<file path="src/rtl/cpu_defs_pkg.sv">
// Shared CPU definitions used by the EX-stage divider.
// Holds the divider state encoding and the default operand width / counter width.
package cpu_defs_pkg;

    localparam int DIV_WIDTH = 32;
    localparam int DIV_CNT_W = $clog2(DIV_WIDTH);

    typedef enum logic [1:0] {
        DIV_IDLE = 2'd0,
        DIV_RUN  = 2'd1,
        DIV_DONE = 2'd2
    } div_state_e;

endpackage

</file>
<file path="src/rtl/div_step.sv">
// One restoring-division step: shift the next dividend bit into the partial
// remainder and subtract the divisor magnitude if it fits.
// The partial remainder is always below the divisor, so a successful
// subtraction fits in WIDTH bits.
module div_step #(
    parameter int WIDTH = 32
) (
    input  logic [WIDTH-1:0] rem_in,
    input  logic             bit_in,
    input  logic [WIDTH-1:0] divisor,
    output logic [WIDTH-1:0] rem_out,
    output logic             q_bit
);

    logic [WIDTH:0]   shifted;
    logic [WIDTH-1:0] diff;

    // Trial subtraction; keep the difference when non-negative, otherwise restore.
    always_comb begin
        shifted = {rem_in, bit_in};
        q_bit   = (shifted >= {1'b0, divisor});
        diff    = shifted[WIDTH-1:0] - divisor;
        rem_out = q_bit ? diff : shifted[WIDTH-1:0];
    end

endmodule

</file>
<file path="src/rtl/div_unit.sv">
// Iterative radix-2 restoring divider for MIPS DIV/DIVU in the EX stage.
// One quotient bit per cycle, result {remainder, quotient} written to hilo_o
// with a one-cycle done pulse that drives the HI/LO write enable.
// Optional build macro DIV_ZERO_FAST_EN: a zero divisor skips the iterations
// and completes in the cycle after accept with the divide-by-zero result.
module div_unit
    import cpu_defs_pkg::*;
#(
    parameter int WIDTH = DIV_WIDTH
) (
    input  logic               clk,
    input  logic               resetn,
    input  logic               start,
    input  logic               is_signed,
    input  logic [WIDTH-1:0]   dividend,
    input  logic [WIDTH-1:0]   divisor,
    input  logic               annul,
    output logic               busy,
    output logic               done,
    output logic [2*WIDTH-1:0] hilo_o
);

    localparam int CNT_W = (WIDTH == DIV_WIDTH) ? DIV_CNT_W : $clog2(WIDTH);

    div_state_e state_q, state_d;

    logic [WIDTH-1:0] quo_sh;
    logic [WIDTH-1:0] rem_q;
    logic [WIDTH-1:0] dvsr_q;
    logic [WIDTH-1:0] raw_a_q;
    logic             q_neg_q;
    logic             r_neg_q;
    logic             dz_q;
    logic [CNT_W-1:0] cnt_q;

    logic             accept;
    logic             last_iter;
    logic             fast_zero;
    logic             sign_a;
    logic             sign_b;
    logic [WIDTH-1:0] abs_a;
    logic [WIDTH-1:0] abs_b;
    logic [WIDTH-1:0] step_rem;
    logic             step_bit;
    logic [WIDTH-1:0] fin_q;
    logic [WIDTH-1:0] fin_r;
    logic [WIDTH-1:0] res_q;
    logic [WIDTH-1:0] res_r;

    div_step #(.WIDTH(WIDTH)) u_step (
        .rem_in  (rem_q),
        .bit_in  (quo_sh[WIDTH-1]),
        .divisor (dvsr_q),
        .rem_out (step_rem),
        .q_bit   (step_bit)
    );

    // Operand magnitudes (unsigned, so the most negative value is exact) and accept decode.
    always_comb begin
        sign_a    = is_signed & dividend[WIDTH-1];
        sign_b    = is_signed & divisor[WIDTH-1];
        abs_a     = sign_a ? -dividend : dividend;
        abs_b     = sign_b ? -divisor : divisor;
        accept    = ((state_q == DIV_IDLE) || (state_q == DIV_DONE)) && start && !annul;
        last_iter = (state_q == DIV_RUN) && (cnt_q == CNT_W'(WIDTH - 1));
`ifdef DIV_ZERO_FAST_EN
        fast_zero = (divisor == '0);
`else
        fast_zero = 1'b0;
`endif
    end

    // Sign fixup of the final iteration; divide-by-zero yields a fixed pattern.
    always_comb begin
        fin_q = {quo_sh[WIDTH-2:0], step_bit};
        fin_r = step_rem;
        res_q = dz_q ? '1 : (q_neg_q ? -fin_q : fin_q);
        res_r = dz_q ? raw_a_q : (r_neg_q ? -fin_r : fin_r);
    end

    // Next-state and status outputs; annul overrides everything.
    always_comb begin
        state_d = state_q;
        case (state_q)
            DIV_IDLE, DIV_DONE: begin
                if (accept) begin
                    state_d = fast_zero ? DIV_DONE : DIV_RUN;
                end else begin
                    state_d = DIV_IDLE;
                end
            end
            DIV_RUN: begin
                if (last_iter) begin
                    state_d = DIV_DONE;
                end
            end
            default: state_d = DIV_IDLE;
        endcase
        if (annul) begin
            state_d = DIV_IDLE;
        end
        busy = (state_q == DIV_RUN);
        done = (state_q == DIV_DONE) && !annul;
    end

    // State register.
    always_ff @(posedge clk or negedge resetn) begin
        if (!resetn) begin
            state_q <= DIV_IDLE;
        end else begin
            state_q <= state_d;
        end
    end

    // Operand capture, iteration and result register.
    always_ff @(posedge clk or negedge resetn) begin
        if (!resetn) begin
            quo_sh  <= '0;
            rem_q   <= '0;
            dvsr_q  <= '0;
            raw_a_q <= '0;
            q_neg_q <= 1'b0;
            r_neg_q <= 1'b0;
            dz_q    <= 1'b0;
            cnt_q   <= '0;
            hilo_o  <= '0;
        end else if (accept) begin
            quo_sh  <= abs_a;
            rem_q   <= '0;
            dvsr_q  <= abs_b;
            raw_a_q <= dividend;
            q_neg_q <= sign_a ^ sign_b;
            r_neg_q <= sign_a;
            dz_q    <= (divisor == '0);
            cnt_q   <= '0;
            if (fast_zero) begin
                hilo_o <= {dividend, {WIDTH{1'b1}}};
            end
        end else if ((state_q == DIV_RUN) && !annul) begin
            quo_sh <= {quo_sh[WIDTH-2:0], step_bit};
            rem_q  <= step_rem;
            cnt_q  <= cnt_q + CNT_W'(1);
            if (last_iter) begin
                hilo_o <= {res_r, res_q};
            end
        end
    end

endmodule

</file>
<file path="config.mk">
export PLATFORM = sky130hd
export DESIGN_NAME = div_unit
export DESIGN_NICKNAME = d
export VERILOG_FILES = /design/src/rtl/cpu_defs_pkg.sv /design/src/rtl/div_step.sv /design/src/rtl/div_unit.sv
export SDC_FILE = /design/constraint.sdc
export NUM_CORES = 1
export LEC_CHECK = 0
export ABC_CLOCK_PERIOD_IN_PS = 5180
export CORE_ASPECT_RATIO = 0.9
export CORE_MARGIN = 8
export CORE_UTILIZATION = 40
export CTS_CLUSTER_DIAMETER = 40
export DETAILED_ROUTE_END_ITERATION = 7
export HOLD_SLACK_MARGIN = 0.1
export PLACE_DENSITY_LB_ADDON = 0.1
export REMOVE_ABC_BUFFERS = 1
export SYNTH_ARGS = -nofsm -noshare
export SYNTH_HDL_FRONTEND = slang
export SYNTH_SLANG_ARGS = --single-unit
</file>
<file path="constraint.sdc">
create_clock -name clk -period 5.18 [get_ports clk]
set_input_delay 0.777 -clock clk [delete_from_list [all_inputs] [get_ports clk]]
set_output_delay 0.777 -clock clk [all_outputs]
set_load 0.02 [all_outputs]
</file>
==> summary.md, run 1 <==
| Metric | Value |
|---|---|
| Outcome | `complete, no violations` |
| Max-Cap Viols | `0` |
| Diode count | `0` |
| Gate Count Post-Synth | `1638` |
| Post-synthesis sequential area ratio | `37.8%` |
| GP Congestion | `0.969` |
| Count of unique library cells instantiated by Yosys | `78` |
| Static leakage | `0.00715 uW` |
| Worst hold path type | `in -> async` |
| Root buf cell | `clkbuf_16` |
| Register area | `5050 sq um` |
| Latest clock arrival within the worst-skew pair | `0.51 ns` |
| DIE HEIGHT | `189 um` |
| Top-count cell post-synth | `nand2_1` |
| CORE AREA | `32900 sq um` |
| Clk sinks | `202` |
| Final Cycle Share | `92.5%` |
| Achievable Freq | `0.209 GHz` |
| CTS buffer count | `36` |
| Count of endpoints failing setup in the final report | `0` |
| Post-cts repair resize count | `0` |
| Initial Util | `40.6%` |
| Worst Setup Path Type | `reg -> reg` |
| Pre-CTS setup slack | `0.385 ns` |
| Critical Path Max Stage Delay | `0.44 ns` |
| Via density per instance | `5.63` |
| Vias | `12.4k` |
| Fin. Hold Viols | `0` |
| DRT Wirelength | `42100 um` |
| Critical path, cell by cell | `ha_1 -> a21oi_1 -> o21ai_0 -> a21oi_1 -> a311oi_4 -> or2_2 -> inv_4 -> buf_4 -> ha_1 -> inv_1 -> or3_4 -> or2_4 -> or3_4 -> o41ai_4 -> xor2_1 -> a21oi_1` |
| Fill cell count | `3236` |
| Total grt overflow | `0` |
| CTS tree | `yes` |
| Top cells by count, synth | `316 x nand2_1, 202 x dfrtp_1, 156 x o21ai_0` |
| Dominant cell type by area after synthesis | `dfrtp_1` |
| Reg2reg path depth | `16` |
| RSZ-0062 raised after global routing | `no` |
| Num rows | `63` |
| Worst slew pin tran | `1.10 ns` |
| Share of layout cells above drive strength 1 | `7.28%` |
| Vias in the first global route | `12.0k` |
| Port Buf Inserts | `134` |
| R2R Path End | `hilo_o[26]` |
| Hold buffer count at CTS | `0` |
| First-pass GRT wire length | `67300 um` |
| Post-layout min period | `4.79 ns` |
| Die area | `39500 sq um` |
| Crit Path Max Fanout | `44` |
| Flops & latches, synth | `202` |
| Most common cell on crit path | `a21oi_1` |
| Synth Flop Type | `dfrtp_1` |
| DR WL/cell | `19.2 um` |
| Req. time, crit path | `5.55 ns` |
| Reg2reg setup slack | `0.39 ns` |
| Gr usage total | `21.0%` |
| Clock slew at reported path FFs | `0.05 ns` |
| Avg Synthesized Cell Area | `8.16 sq um` |
| Post-Syn Area | `13400 sq um` |
| Critical Path AT | `5.16 ns` |
| R2R Path Start | `rem_q[11]` |
| Largest net degree at the start of global routing | `115` |
| Overall die width | `209 um` |
| Layout net count | `1854` |
| IO Pins | `135` |
| DP HPWL | `31200 um` |
| Slack of the critical path | `0.387 ns` |
| CP Capture Point | `hilo_o[26]` |
| Fin. max-slew vios | `0` |
| Clock Skews | `0.0205 ns` |
| Slew headroom | `26.4%` |
| Slowest library cell on the worst path | `ha_1` |
| DR DRC count | `0` |
| Initial drt markers | `744` |
| Tot Pwr | `5920 uW` |
| Syn-to-layout area delta | `22.8%` |
| Yosys top cell area share | `37.8%` |
| Area of the multi-input gates | `7750 sq um` |
| Post-CTS setup buffer count | `0` |
| Initial antenna violation count | `1` |
| Hold slack | `0.406 ns` |
| Max Root-Sink Buffers | `3` |
| Start point of the critical path | `rem_q[11]` |
| Maximum vdd drop | `0.000218 V` |
| Post-route ant nets | `0` |
| Largest cells by area after synthesis | `dfrtp_1 38%, nand2_1 8.9%, o21ai_0 5.8%` |
| Crit. End Element | `flop` |
| Yosys warns | `0` |
| Async SR Flop Fraction | `100%` |
| Setup TNS | `0 ns` |
| Pre-Repair DR Iteration Count | `7` |
| Nature of the critical path startpoint | `flop` |
| CTS H-tree lvls | `2` |
| Post-synth EDFFs | `0` |
| Power density cells | `361 nW/um^2` |
[stage by stage]
stage          instance area, sq um  cells  utilization [%]
3_5_place_dp                  15100   2130             45.8
6_report                      16400   2195             49.8
5_1_grt                       16400   2195             49.8
4_1_cts                       16400   2195             49.8
2_1_floorplan                 13000   1548                -
3_3_place_gp                  15100   2130             45.8
[layer usage]
metal	vias up	share of wire, %	track usage, %
li1	6001	-	-
met1	6004	47	29.4
met2	288	45	32.8
met3	62	5.7	4.18
met4	2	1.9	5.31
met5	-	0.031	0
[worst min path at each step]
stage,from,to,slack (ns),cells after the start
floorplan,raw_a_q[18],raw_a_q[18],0.44,2
global placement,hilo_o[2],hilo_o[2],0.45,2
detailed placement,raw_a_q[31],raw_a_q[31],0.46,2
CTS,resetn,dvsr_q[7],0.46,1
global route,resetn,dvsr_q[9],0.49,1
finish,resetn,dvsr_q[7],0.41,1
[final cells by class]
type	count	area share, %
Clock buffer	49	6.21
Clock inverter	16	1.73
Inverter	58	1.34
Multi-Input combinational cell	1288	47.2
Sequential cell	202	30.8
Tap cell	422	3.22
Timing Repair Buffer	160	9.46
[logic make-up after synthesis]
group	synth area share, %
compound gates	20.7
fa+ha+maj	3.71
xor+xnor	8.85
flops	37.8
simple gates	21.2
mux	3.15
buf+inv	4.54
[sequential cells by signal, indices dropped and copies added, names as in the netlist]
| register | count |
|---|---|
| rem_q | 32 |
| hilo_o | 64 |
| raw_a_q | 32 |
| state_q | 2 |
| r_neg_q | 1 |
| quo_sh | 32 |
| dz_q | 1 |
| q_neg_q | 1 |
| cnt_q | 5 |
| dvsr_q | 32 |
[where the power goes]
part / switching (uW) / internal (uW)
logic: 868 / 544
registers: 184 / 1760
clock network: 834 / 1730
[critical path, delay by kind of cell, from the launching register on]
kind,cells,cell delay (ns)
flip-flops,1,0.41
AND/OR/NAND/NOR,4,1.48
XOR/XNOR,1,0.17
AO/OA/AOI/OAI,6,1.30
buffers and inverters,3,0.61
adder cells (fa/ha/maj),2,0.67
[placed cells by master (no fill, tap or decap), types with 42 or more instances in the layout]
master,synthesis,routed
nor2_1,132,130
dfrtp_1,202,202
inv_1,55,55
clkdlybuf4s50_1,0,133
o21ai_0,156,155
xor2_1,75,75
a21oi_1,108,108
xnor2_1,60,60
a31oi_1,42,42
nand2_1,316,314
(Power assumes the default switching activity.)
==> run 2: changes to the inputs <==
- ABC_CLOCK_PERIOD_IN_PS: 5180 -> 4500
- SKIP_CTS_REPAIR_TIMING: unset -> 1
- clock period: 5.18 -> 4.5 ns (I/O delays scaled with it)
==> run 2 against run 1 <==
Compared with the run above:
- sequential cell count unchanged
- via count grew 2.2%
- first-iteration DRC count grew 9.8%
- maximum frequency rose by 12%
- clock power grew 13%
- total power increased by 18%
- register-to-register slack worse by 0.18 ns
- count of clock-buffer cells in the layout decreased by 3
- clock skew is 0.0059 ns higher
==> summary.md, run 2 (synthesis results as in run 1) <==
| Metric | Value |
|---|---|
| Largest reg by FF count | `hilo_o` |
| Max reg flops | `64` |
| Most frequent cells in the layout | `313 x nand2_1, 202 x dfrtp_1, 154 x o21ai_0` |
| DP HPWL | `31800 um` |
| Static leakage | `0.00763 uW` |
| Crit Path Max Fanout | `44` |
| Req. time, crit path | `4.88 ns` |
| Power density cells | `407 nW/um^2` |
| CTS H-tree lvls | `2` |
| Worst slew pin tran | `1.10 ns` |
| Crit. End Element | `flop` |
| Fin. Hold Viols | `0` |
| Overall die width | `209 um` |
| Outcome | `complete, no violations` |
| Initial Util | `40.6%` |
| RSZ-0062 raised after global routing | `yes` |
| Clock Skews | `0.0264 ns` |
| Num rows | `63` |
| Clock slew at reported path FFs | `0.05 ns` |
| Layout net count | `1951` |
| Post-layout min period | `4.29 ns` |
| Share of layout cells above drive strength 1 | `12.7%` |
| Slew headroom | `26.6%` |
| Total grt overflow | `0` |
| Diode count | `0` |
| IO Pins | `135` |
| DR WL/cell | `18.7 um` |
| DR DRC count | `0` |
| DRT Wirelength | `42900 um` |
| Vias | `12.6k` |
| CTS tree | `yes` |
| Placed Instances | `2224` |
| Count of endpoints failing setup in the final report | `0` |
| Fill cell count | `3184` |
| Root buf cell | `clkbuf_16` |
| Largest net degree at the start of global routing | `96` |
| Critical Path AT | `4.67 ns` |
| Worst Setup Path Type | `reg -> reg` |
| Initial antenna violation count | `1` |
| Vias in the first global route | `12.5k` |
| GP Congestion | `0.878` |
| Pre-Repair DR Iteration Count | `7` |
| CTS buffer count | `37` |
| Final Cycle Share | `95.3%` |
| Die area | `39500 sq um` |
| Max Root-Sink Buffers | `3` |
| Gr usage total | `21.4%` |
| Syn-to-layout area delta | `28.6%` |
| Fin. max-slew vios | `0` |
| First-pass GRT wire length | `68800 um` |
| Max-Cap Viols | `0` |
| Hold slack | `0.213 ns` |
| Latest clock arrival within the worst-skew pair | `0.53 ns` |
| Clk sinks | `202` |
| Setup TNS | `0 ns` |
| Non-Filler Instances | `2293` |
| Via density per instance | `5.51` |
| Worst hold path type | `in -> async` |
| Achievable Freq | `0.233 GHz` |
| Port Buf Inserts | `134` |
| Initial drt markers | `817` |
| Most common cell after layout, fill and taps aside | `nand2_1` |
| CORE AREA | `32900 sq um` |
| Maximum vdd drop | `0.000214 V` |
| Post-route ant nets | `0` |
| Nature of the critical path startpoint | `flop` |
| DIE HEIGHT | `189 um` |
==> run 2: cell types whose count changed in the layout (fill, tap and decap cells not counted), moves of 2 or more <==
cell,change
buf_4,+95
clkinv_2,+7
clkbuf_1,-3
clkbuf_16,+3
bufinv_16,-2
clkbuf_8,-2
clkinvlp_4,+2
ha_2,-2
ha_4,+2
==> run 2: critical path: stages (launching register included) <==
cell	delay [ns]
dfrtp_1	0.38
ha_1	0.34
a21o_1	0.21
a211o_1	0.36
o31ai_2	0.33
a21oi_2	0.08
or2_4	0.28
inv_4	0.07
clkbuf_8	0.30
ha_1	0.21
inv_1	0.07
or3_4	0.40
or2_4	0.26
or3_4	0.37
o41ai_4	0.22
xor2_1	0.19
a21oi_1	0.08
==> run 2: metal layers <==
metal | track usage [%] | wire length [um] | vias up
li1 | - | - | 6183
met1 | 29.7 | 20400 | 6104
met2 | 34.6 | 19500 | 282
met3 | 3.07 | 2100 | 61
met4 | 5.61 | 860 | 0
met5 | 0 | 0 | -
==> run 2: final timing paths <==
kind                               end         from  slack (ns)  cells past startpoint
min in group clk           raw_a_q[25]  raw_a_q[25]        0.47                      2
setup reg to reg            hilo_o[26]    rem_q[29]        0.21                     16
hold reg to reg            raw_a_q[25]  raw_a_q[25]        0.47                      2
max in group asynchronous   hilo_o[24]       resetn        3.22                      2
setup / recovery            hilo_o[26]    rem_q[29]        0.21                     16
hold / removal                rem_q[0]       resetn        0.21                      1
==> run 2: area by class of cell <==
class	count	area [sq um]	area share, %
Clock buffer	46	1040	6.06
Clock inverter	21	249	1.45
Inverter	58	220	1.28
Multi-Input combinational cell	1288	7820	45.5
Sequential cell	202	5050	29.4
Tap cell	422	528	3.07
Timing Repair Buffer	256	2280	13.3
==> run 2: where the power goes <==
part / switching [uW] / total, uW / internal (uW) / leakage, uW
sequential: 214 / 2240 / 2030 / 0.00264
combinational: 1070 / 1860 / 791 / 0.00435
clock: 975 / 2900 / 1930 / 0.000636
total: 2250 / 7000 / 4750 / 0.00763
==> run 2: metrics by stage <==
stage | setup slack, ns | power (uW) | cell area, sq um | utilization, %
floorplan | -0.964 | 3320 | 13000 | -
global placement | -0.0646 | 4050 | 15800 | 47.9
detailed placement | -0.180 | 4070 | 15800 | 47.9
CTS | -0.195 | 7020 | 17100 | 51.9
global route | -0.0533 | 7370 | 17200 | 52.2
finish | 0.211 | 7000 | 17200 | 52.2
